[config.mk]
export PLATFORM = sky130hd
export DESIGN_NAME = score4_move_support
export DESIGN_NICKNAME = d
export VERILOG_FILES = /design/src/rtl/score4_move_support.sv
export SDC_FILE = /design/constraint.sdc
export NUM_CORES = 1
export LEC_CHECK = 0
export CAP_MARGIN = 25
export CORE_UTILIZATION = 27
export CTS_BUF_LIST = sky130_fd_sc_hd__clkbuf_2
export CTS_CLUSTER_SIZE = 12
export DETAILED_ROUTE_END_ITERATION = 8
export HOLD_SLACK_MARGIN = 0.06
export PLACE_DENSITY = 0.88
export RECOVER_POWER = 50
export SKIP_LAST_GASP = 1
export SYNTH_ARGS = -nofsm -noshare
export SYNTH_HDL_FRONTEND = slang
export SYNTH_SLANG_ARGS = --single-unit
[constraint.sdc]
create_clock -name clk -period 4.99 [get_ports clk]
set_input_delay 0.7485 -clock clk [delete_from_list [all_inputs] [get_ports clk]]
set_output_delay 0.7485 -clock clk [all_outputs]
set_load 0.1 [all_outputs]
[src/rtl/score4_move_support.sv]
// score4_move_support: button release pulses, column encoder and free-row finder for Score 4
module score4_move_support (
    input  logic                  clk,
    input  logic                  rst,
    input  logic                  left,
    input  logic                  right,
    input  logic                  put,
    input  logic [6:0][5:0][1:0]  panel,
    input  logic [6:0]            play,
    output logic                  l_pulse,
    output logic                  r_pulse,
    output logic                  p_pulse,
    output logic [2:0]            column,
    output logic [2:0]            free,
    output logic                  valid
);

    logic [2:0] prev;

    // previous button levels, ordered {put, right, left}
    always_ff @(posedge clk)
        prev <= rst ? 3'b000 : {put, right, left};

    assign l_pulse = prev[0] & ~left;
    assign r_pulse = prev[1] & ~right;
    assign p_pulse = prev[2] & ~put;

    // lowest set bit of play wins; no selection falls back to column 0
    always_comb begin
        column = 3'd0;
        for (int i = 6; i >= 0; i--)
            if (play[i]) column = i[2:0];
    end

    // lowest empty row of the selected column; full column reports row 0, invalid
    always_comb begin
        free  = 3'd0;
        valid = 1'b0;
        for (int r = 5; r >= 0; r--)
            if (panel[column][r] == 2'b00) begin
                free  = r[2:0];
                valid = 1'b1;
            end
    end

endmodule

==> results.sh, run 1 <==
export IMPL_holdBufCountCts=0
export IMPL_ys_top_cells_by_area="sky130_fd_sc_hd__nor2_1 10%, sky130_fd_sc_hd__dfxtp_1 7.8%, sky130_fd_sc_hd__nor2b_1 6.5%, sky130_fd_sc_hd__o21ai_0 5.2%, sky130_fd_sc_hd__o21bai_1 4.9%"
export IMPL_run_status="finished, final reports clean"
export IMPL_detailed_place_area_um2=1830
export IMPL_setup_total_neg_slack_ps=0
export IMPL_number_of_antenna_cells_inserted=0
export IMPL_portBuffers=105
export IMPL_chipHeight_um=55.5
export IMPL_floorplan_io_pins=106
export IMPL_placed_cells=242
export IMPL_total_core_area_um2=2730
export IMPL_worst_setup_start_kind="input pin"
export IMPL_layout_cell_area_non_filler_um2=1840
export IMPL_die_width_um=55.5
export IMPL_synth_yosys_seq_area_share_pct=7.78
export IMPL_share_of_cells_above_drive_strength_1_pct=12.1
export IMPL_vias=1341
export IMPL_drt_first_pass_iters=4
export IMPL_max_slew_worst_pin_slew_ps=1160
export IMPL_hold_violations=0
export IMPL_postSynthNetCount=204
export IMPL_h_tree_depth=1
export IMPL_cpMaxStageDelayCell="sky130_fd_sc_hd__clkdlybuf4s50_1"
export IMPL_cp_required_ps=4240
export IMPL_maximum_number_of_pins_on_one_net_before_global_route_repair=13
export IMPL_timing_hold_worst_start="rst"
export IMPL_synth_async_sr_flop_share_pct=0
export IMPL_timing_critical_path_cells="clkdlybuf4s50_1 > or2_1 > a21oi_1 > o22ai_1 > o31ai_1 > o221a_1 > buf_4"
export IMPL_timing_critical_path_buf_inv=2
export IMPL_syn_inst=108
export IMPL_placementRows=19
export IMPL_endpoint_kind="primary output"
export IMPL_number_of_nets_with_antenna_violations_after_detailed_routing=0
export IMPL_regMostFlops="prev"
export IMPL_power_ir_vdd_worst_v=0.000131
export IMPL_instances_no_fill=246
export IMPL_syn2layout_area_growth_pct=139
export IMPL_grt_pass1_wl_mm=5.70
export IMPL_detail_routed_via_count_per_cell=5.45
export IMPL_grt_setup_unrepaired="no"
export IMPL_route_detailed_drc=0
export IMPL_grt_usage_pct=23.0
export IMPL_hold_path_end="prev[2]"
export IMPL_power_density_nw_per_um2=141
export IMPL_timing_max_slew_rel_slack_pct=22.8
export IMPL_post_synth_top_count_cell="sky130_fd_sc_hd__nor2_1"
export IMPL_cap_viol_max_count=0
export IMPL_postCtsResizedCells=0
export IMPL_postLayoutCoreUtil_pct=67.4
export IMPL_power_switching_fraction_pct=44.7
export IMPL_synth_top_cell_area_share_pct=10.2
export IMPL_wirelength_mm=3.62
export IMPL_crit_family="compound AO/OA/AOI/OAI gates"
export IMPL_detailedPlace_worstSlack_ps=1080
export IMPL_sequentialPowerShare_pct=9.9
export IMPL_globalRouteOverflowTotal=0
export IMPL_yosys_area_top_type="sky130_fd_sc_hd__nor2_1"
export IMPL_largest_reg_flops=3
export IMPL_vias_in_the_first_global_route=1337
export IMPL_synthTopCellsByCount="21 x sky130_fd_sc_hd__nor2_1, 8 x sky130_fd_sc_hd__nor2b_1, 8 x sky130_fd_sc_hd__o21ai_0"
export IMPL_worst_path_max_fanout=7
export IMPL_clockRootBuffer="sky130_fd_sc_hd__clkbuf_2"
export IMPL_ys_warn_count=0
export IMPL_design_die_area_um2=3080
export IMPL_min_path_type="input pin to register"
export IMPL_total_switching_power_w=0.000116
export IMPL_p_comb_share_pct=76.9
export IMPL_synth_ff_type="sky130_fd_sc_hd__dfxtp_1"
export IMPL_synth_area_per_cell_um2=7.15
export IMPL_finish_net_count=312
export IMPL_number_of_antenna_violations_at_the_first_check_in_global_routing=0
export IMPL_setup_violations=0
export IMPL_achievable_frequency_ghz=0.253
export IMPL_synth_lib_cells_used_distinct=43
export IMPL_power_static_leakage_nw=0.681
export IMPL_drv_slew=0
export IMPL_int_power_w=0.000143
export IMPL_post_cts_setup_buffer_count=0
export IMPL_setup_ws_final_ps=1030
export IMPL_clkPwrFrac_pct=13.1
export IMPL_worstHoldPathCells=2
export IMPL_drt_first_iter_violations=30
export IMPL_critPathMaxStageDelay_ps=530
export IMPL_cts_buffer_depth=2
export IMPL_floorplan_initialDensity_pct=28.2
export IMPL_ys_ff_latch=3
export IMPL_wire_per_inst_um=14.7
export IMPL_dp_final_hpwl_mm=3.15
export IMPL_cts_num_sinks=3
export IMPL_routabilityCongestion=0.797
export IMPL_worst_setup_path_type="input pin to primary output"
export IMPL_synthesis_area_um2=772
export IMPL_layout_top_registers="prev (3)"
export IMPL_critical_path_arrival_ps=3210
export IMPL_tritoncts_clock_tree="yes"
export IMPL_synth_enable_flop_cells=0
export IMPL_cts_made_buffers=3
export IMPL_timing_final_crit_share_pct=79.3
export IMPL_clk_transition_reported_paths_ps=50
export IMPL_final_period_minus_worst_setup_slack_ps=3960
[layer usage]
metal	track usage (%)	wire, um
met5	0	0
met4	6.79	52
met3	5.39	296
met2	45.6	1940
met1	23.2	1340
[cell families (layout without fill, tap and decap cells)]
kind of cell	Yosys count	after routing	synth area share, %
compound gates	48	48	48.6
buf+inv	3	110	2.43
flops	3	3	7.78
mux	2	2	2.59
simple gates	52	52	38.6
[how the worst max path moves through the flow]
stage	depth (start not counted)	start	slack, ps	endpoint
floorplan	6	play[4]	290	valid
global placement	7	play[1]	1110	free[0]
detailed placement	7	play[1]	1080	free[0]
CTS	7	play[1]	1060	free[0]
global route	7	play[1]	860	free[0]
finish	7	play[1]	1030	free[0]
[power by group through the flow]
stage	registers, W	logic [W]	clock network (W)
after detailed placement	0.0000261	0.000200	0
after global placement	0.0000260	0.000197	0
after CTS	0.0000257	0.000201	0.0000359
after global routing	0.0000257	0.000209	0.0000394
after floorplan	0.0000259	0.000101	0
final	0.0000257	0.000199	0.0000340
[through the flow]
| step | hold slack [ps] | power [W] |
|---|---|---|
| finish | 1130 | 0.000259 |
| global placement | 1340 | 0.000223 |
| detailed placement | 1340 | 0.000226 |
| global route | 1140 | 0.000274 |
| CTS | 1120 | 0.000262 |
| floorplan | 820 | 0.000127 |
[layout make-up]
type	instances	area, um2
clock buffers	4	20.0
flip-flops and latches	3	60.1
inverters	1	3.75
fillers	241	892
multi-input cells	102	693
repair buffers	105	1030
well taps	31	38.8
[cell usage in the layout (no fill, tap or decap), types with 3 or more instances in the layout]
| cell type | synthesis | layout |
|---|---|---|
| sky130_fd_sc_hd__o21ai_0 | 8 | 8 |
| sky130_fd_sc_hd__o22ai_1 | 3 | 3 |
| sky130_fd_sc_hd__nor2b_1 | 8 | 8 |
| sky130_fd_sc_hd__or3_1 | 3 | 3 |
| sky130_fd_sc_hd__nor2_1 | 21 | 21 |
| sky130_fd_sc_hd__clkdlybuf4s50_1 | 0 | 94 |
| sky130_fd_sc_hd__dlygate4sd3_1 | 0 | 4 |
| sky130_fd_sc_hd__dfxtp_1 | 3 | 3 |
| sky130_fd_sc_hd__o31ai_1 | 3 | 3 |
| sky130_fd_sc_hd__nand2_1 | 3 | 3 |
| sky130_fd_sc_hd__o21ai_1 | 3 | 3 |
| sky130_fd_sc_hd__or2_2 | 4 | 4 |
| sky130_fd_sc_hd__clkbuf_2 | 0 | 4 |
| sky130_fd_sc_hd__o221ai_1 | 3 | 3 |
| sky130_fd_sc_hd__a21oi_1 | 4 | 4 |
| sky130_fd_sc_hd__buf_4 | 0 | 5 |
| sky130_fd_sc_hd__o21bai_1 | 5 | 5 |
Power figures use the tool's default switching activity.
==> run 2, diff against run 1 <==
- CORE_UTILIZATION: 27 -> 25
- PLACE_DENSITY: 0.88 -> 0.82
- clock period: 4.99 -> 3.8 ns (I/O delays scaled with it)
==> run 2 against run 1 <==
Net effect:
- the flow now finishes with violations (design-rule violations)
- clock power grew 33%
- core utilization shrank 0.097 points
- worst setup slack lost 760 ps
- clock-buffer cell count is the same
- hold slack lost 170 ps
- first-iteration DRC count grew 87%
- die area grew 7.7%
- combinational power grew 43%
- cell count grew 0.81%
- sequential power grew 31%
- critical path depth grew 2
- largest cell class unchanged
- highest routed layer unchanged
==> results.sh, run 2 (same netlist as run 1, synthesis figures left out) <==
export IMPL_worst_setup_start_kind="input pin"
export IMPL_drt_first_pass_iters=6
export IMPL_timing_critical_path_to="free[2]"
export IMPL_tritoncts_clock_tree="yes"
export IMPL_vias_in_the_first_global_route=1404
export IMPL_wirelength_mm=3.75
export IMPL_highest_count_cells_in_the_layout_ignoring_fill_and_taps="92 x sky130_fd_sc_hd__clkdlybuf4s50_1, 21 x sky130_fd_sc_hd__nor2_1, 8 x sky130_fd_sc_hd__nor2b_1, 8 x sky130_fd_sc_hd__o21ai_0"
export IMPL_largest_reg_flops=3
export IMPL_worst_setup_path_type="input pin to primary output"
export IMPL_h_tree_depth=1
export IMPL_post_cts_setup_buffer_count=0
export IMPL_mostFrequentLayoutCell="sky130_fd_sc_hd__clkdlybuf4s50_1"
export IMPL_globalRouteOverflowTotal=0
export IMPL_achievable_frequency_ghz=0.284
export IMPL_failed_checks="design-rule violations"
export IMPL_grt_usage_pct=22.8
export IMPL_cts_num_sinks=3
export IMPL_run_status="complete, but fails checks"
export IMPL_cp_required_ps=3230
export IMPL_routabilityCongestion=0.799
export IMPL_grt_setup_unrepaired="no"
export IMPL_timing_final_crit_share_pct=92.8
export IMPL_setup_violations=0
export IMPL_met2WireLength_mm=1.90
export IMPL_top_layer_used="met4"
export IMPL_max_slew_worst_pin_slew_ps=1170
export IMPL_timing_max_slew_rel_slack_pct=22.2
export IMPL_fillers=252
export IMPL_floorplan_io_pins=106
export IMPL_finish_net_count=314
export IMPL_power_density_nw_per_um2=191
export IMPL_syn2layout_area_growth_pct=147
export IMPL_min_path_type="input pin to register"
export IMPL_chipHeight_um=57.6
export IMPL_die_width_um=57.6
export IMPL_wire_per_inst_um=15.1
export IMPL_cts_buffer_depth=2
export IMPL_design_die_area_um2=3310
export IMPL_worstHoldPathCells=2
export IMPL_maximum_number_of_pins_on_one_net_before_global_route_repair=13
export IMPL_route_detailed_drc=9
export IMPL_clk_transition_reported_paths_ps=50
export IMPL_share_of_cells_above_drive_strength_1_pct=14.7
export IMPL_dp_final_hpwl_mm=3.22
export IMPL_postCtsResizedCells=0
export IMPL_instances_no_fill=248
export IMPL_detail_routed_via_count_per_cell=5.40
export IMPL_grt_pass1_wl_mm=5.89
export IMPL_number_of_antenna_cells_inserted=0
export IMPL_power_static_leakage_nw=0.707
export IMPL_holdBufCountCts=0
export IMPL_setup_total_neg_slack_ps=0
export IMPL_placementRows=19
export IMPL_drt_first_iter_violations=56
export IMPL_total_core_area_um2=2830
export IMPL_critical_path_arrival_ps=2960
export IMPL_drv_slew=0
export IMPL_hold_violations=0
export IMPL_portBuffers=105
export IMPL_regMostFlops="prev"
export IMPL_cts_made_buffers=3
export IMPL_number_of_antenna_violations_at_the_first_check_in_global_routing=0
export IMPL_endpoint_kind="primary output"
export IMPL_worst_path_max_fanout=10
export IMPL_final_period_minus_worst_setup_slack_ps=3530
export IMPL_vias=1339
export IMPL_number_of_nets_with_antenna_violations_after_detailed_routing=0
export IMPL_floorplan_initialDensity_pct=27.3
export IMPL_crit_start="play[2]"
export IMPL_placed_cells=244
export IMPL_met3_wirelength_um=400
export IMPL_power_ir_vdd_worst_v=0.000204
export IMPL_clockRootBuffer="sky130_fd_sc_hd__clkbuf_2"
export IMPL_cap_viol_max_count=0
export IMPL_m1WireLength_mm=1.43
export IMPL_layout_top_registers="prev (3)"
==> run 2: per-stage QoR <==
| step | power, W | hold slack, ps | setup WS [ps] | instance area, um2 | util, % |
|---|---|---|---|---|---|
| final | 0.000364 | 965 | 273 | 1900 | 67.3 |
| after global routing | 0.000385 | 958 | 99.7 | 1900 | 67.3 |
| after CTS | 0.000369 | 930 | 274 | 1910 | 67.7 |
| after detailed placement | 0.000319 | 1160 | 299 | 1890 | 67.0 |
| after global placement | 0.000316 | 1160 | 328 | 1890 | 67.0 |
| after floorplan | 0.000168 | 642 | 114 | 779 | - |
==> run 2: final cells by class <==
type	instances	area, um2	share of cell area [%]
clock buffer	4	20.0	1.05
tap	31	38.8	2.04
multi-input combinational	102	701	36.8
sequential	3	60.1	3.16
inverter	1	3.75	0.197
timing repair buffer	107	1080	56.7
==> run 2: metal layers <==
layer,GRT usage [%],vias up
met5,0,-
met4,7.67,0
met3,4.31,4
met2,43.0,81
met1,25.3,599
li1,-,655
==> run 2: worst min-delay path by stage <==
stage | end | start | slack [ps]
2_1_floorplan | prev[0] | rst | 640
3_3_place_gp | prev[0] | left | 1160
3_5_place_dp | prev[2] | put | 1160
4_1_cts | prev[0] | left | 930
5_1_grt | prev[2] | rst | 960
6_report | prev[0] | rst | 970
==> run 2: critical path: stages <==
cell and delay [ps]:
sky130_fd_sc_hd__clkdlybuf4s50_1 580, sky130_fd_sc_hd__nor2b_1 220, sky130_fd_sc_hd__a211o_1 390, sky130_fd_sc_hd__inv_2 150, sky130_fd_sc_hd__o21ai_1 190, sky130_fd_sc_hd__a211oi_2 100
sky130_fd_sc_hd__nor3_2 260, sky130_fd_sc_hd__and4b_1 300, sky130_fd_sc_hd__buf_12 190
==> run 2: power breakdown <==
group | switching, W | internal, W | total, W | leakage (nW)
Clock | 0.0000175 | 0.0000278 | 0.0000452 | 0.0166
Combinational | 0.000140 | 0.000145 | 0.000285 | 0.665
Sequential | 0.000000387 | 0.0000333 | 0.0000337 | 0.0250
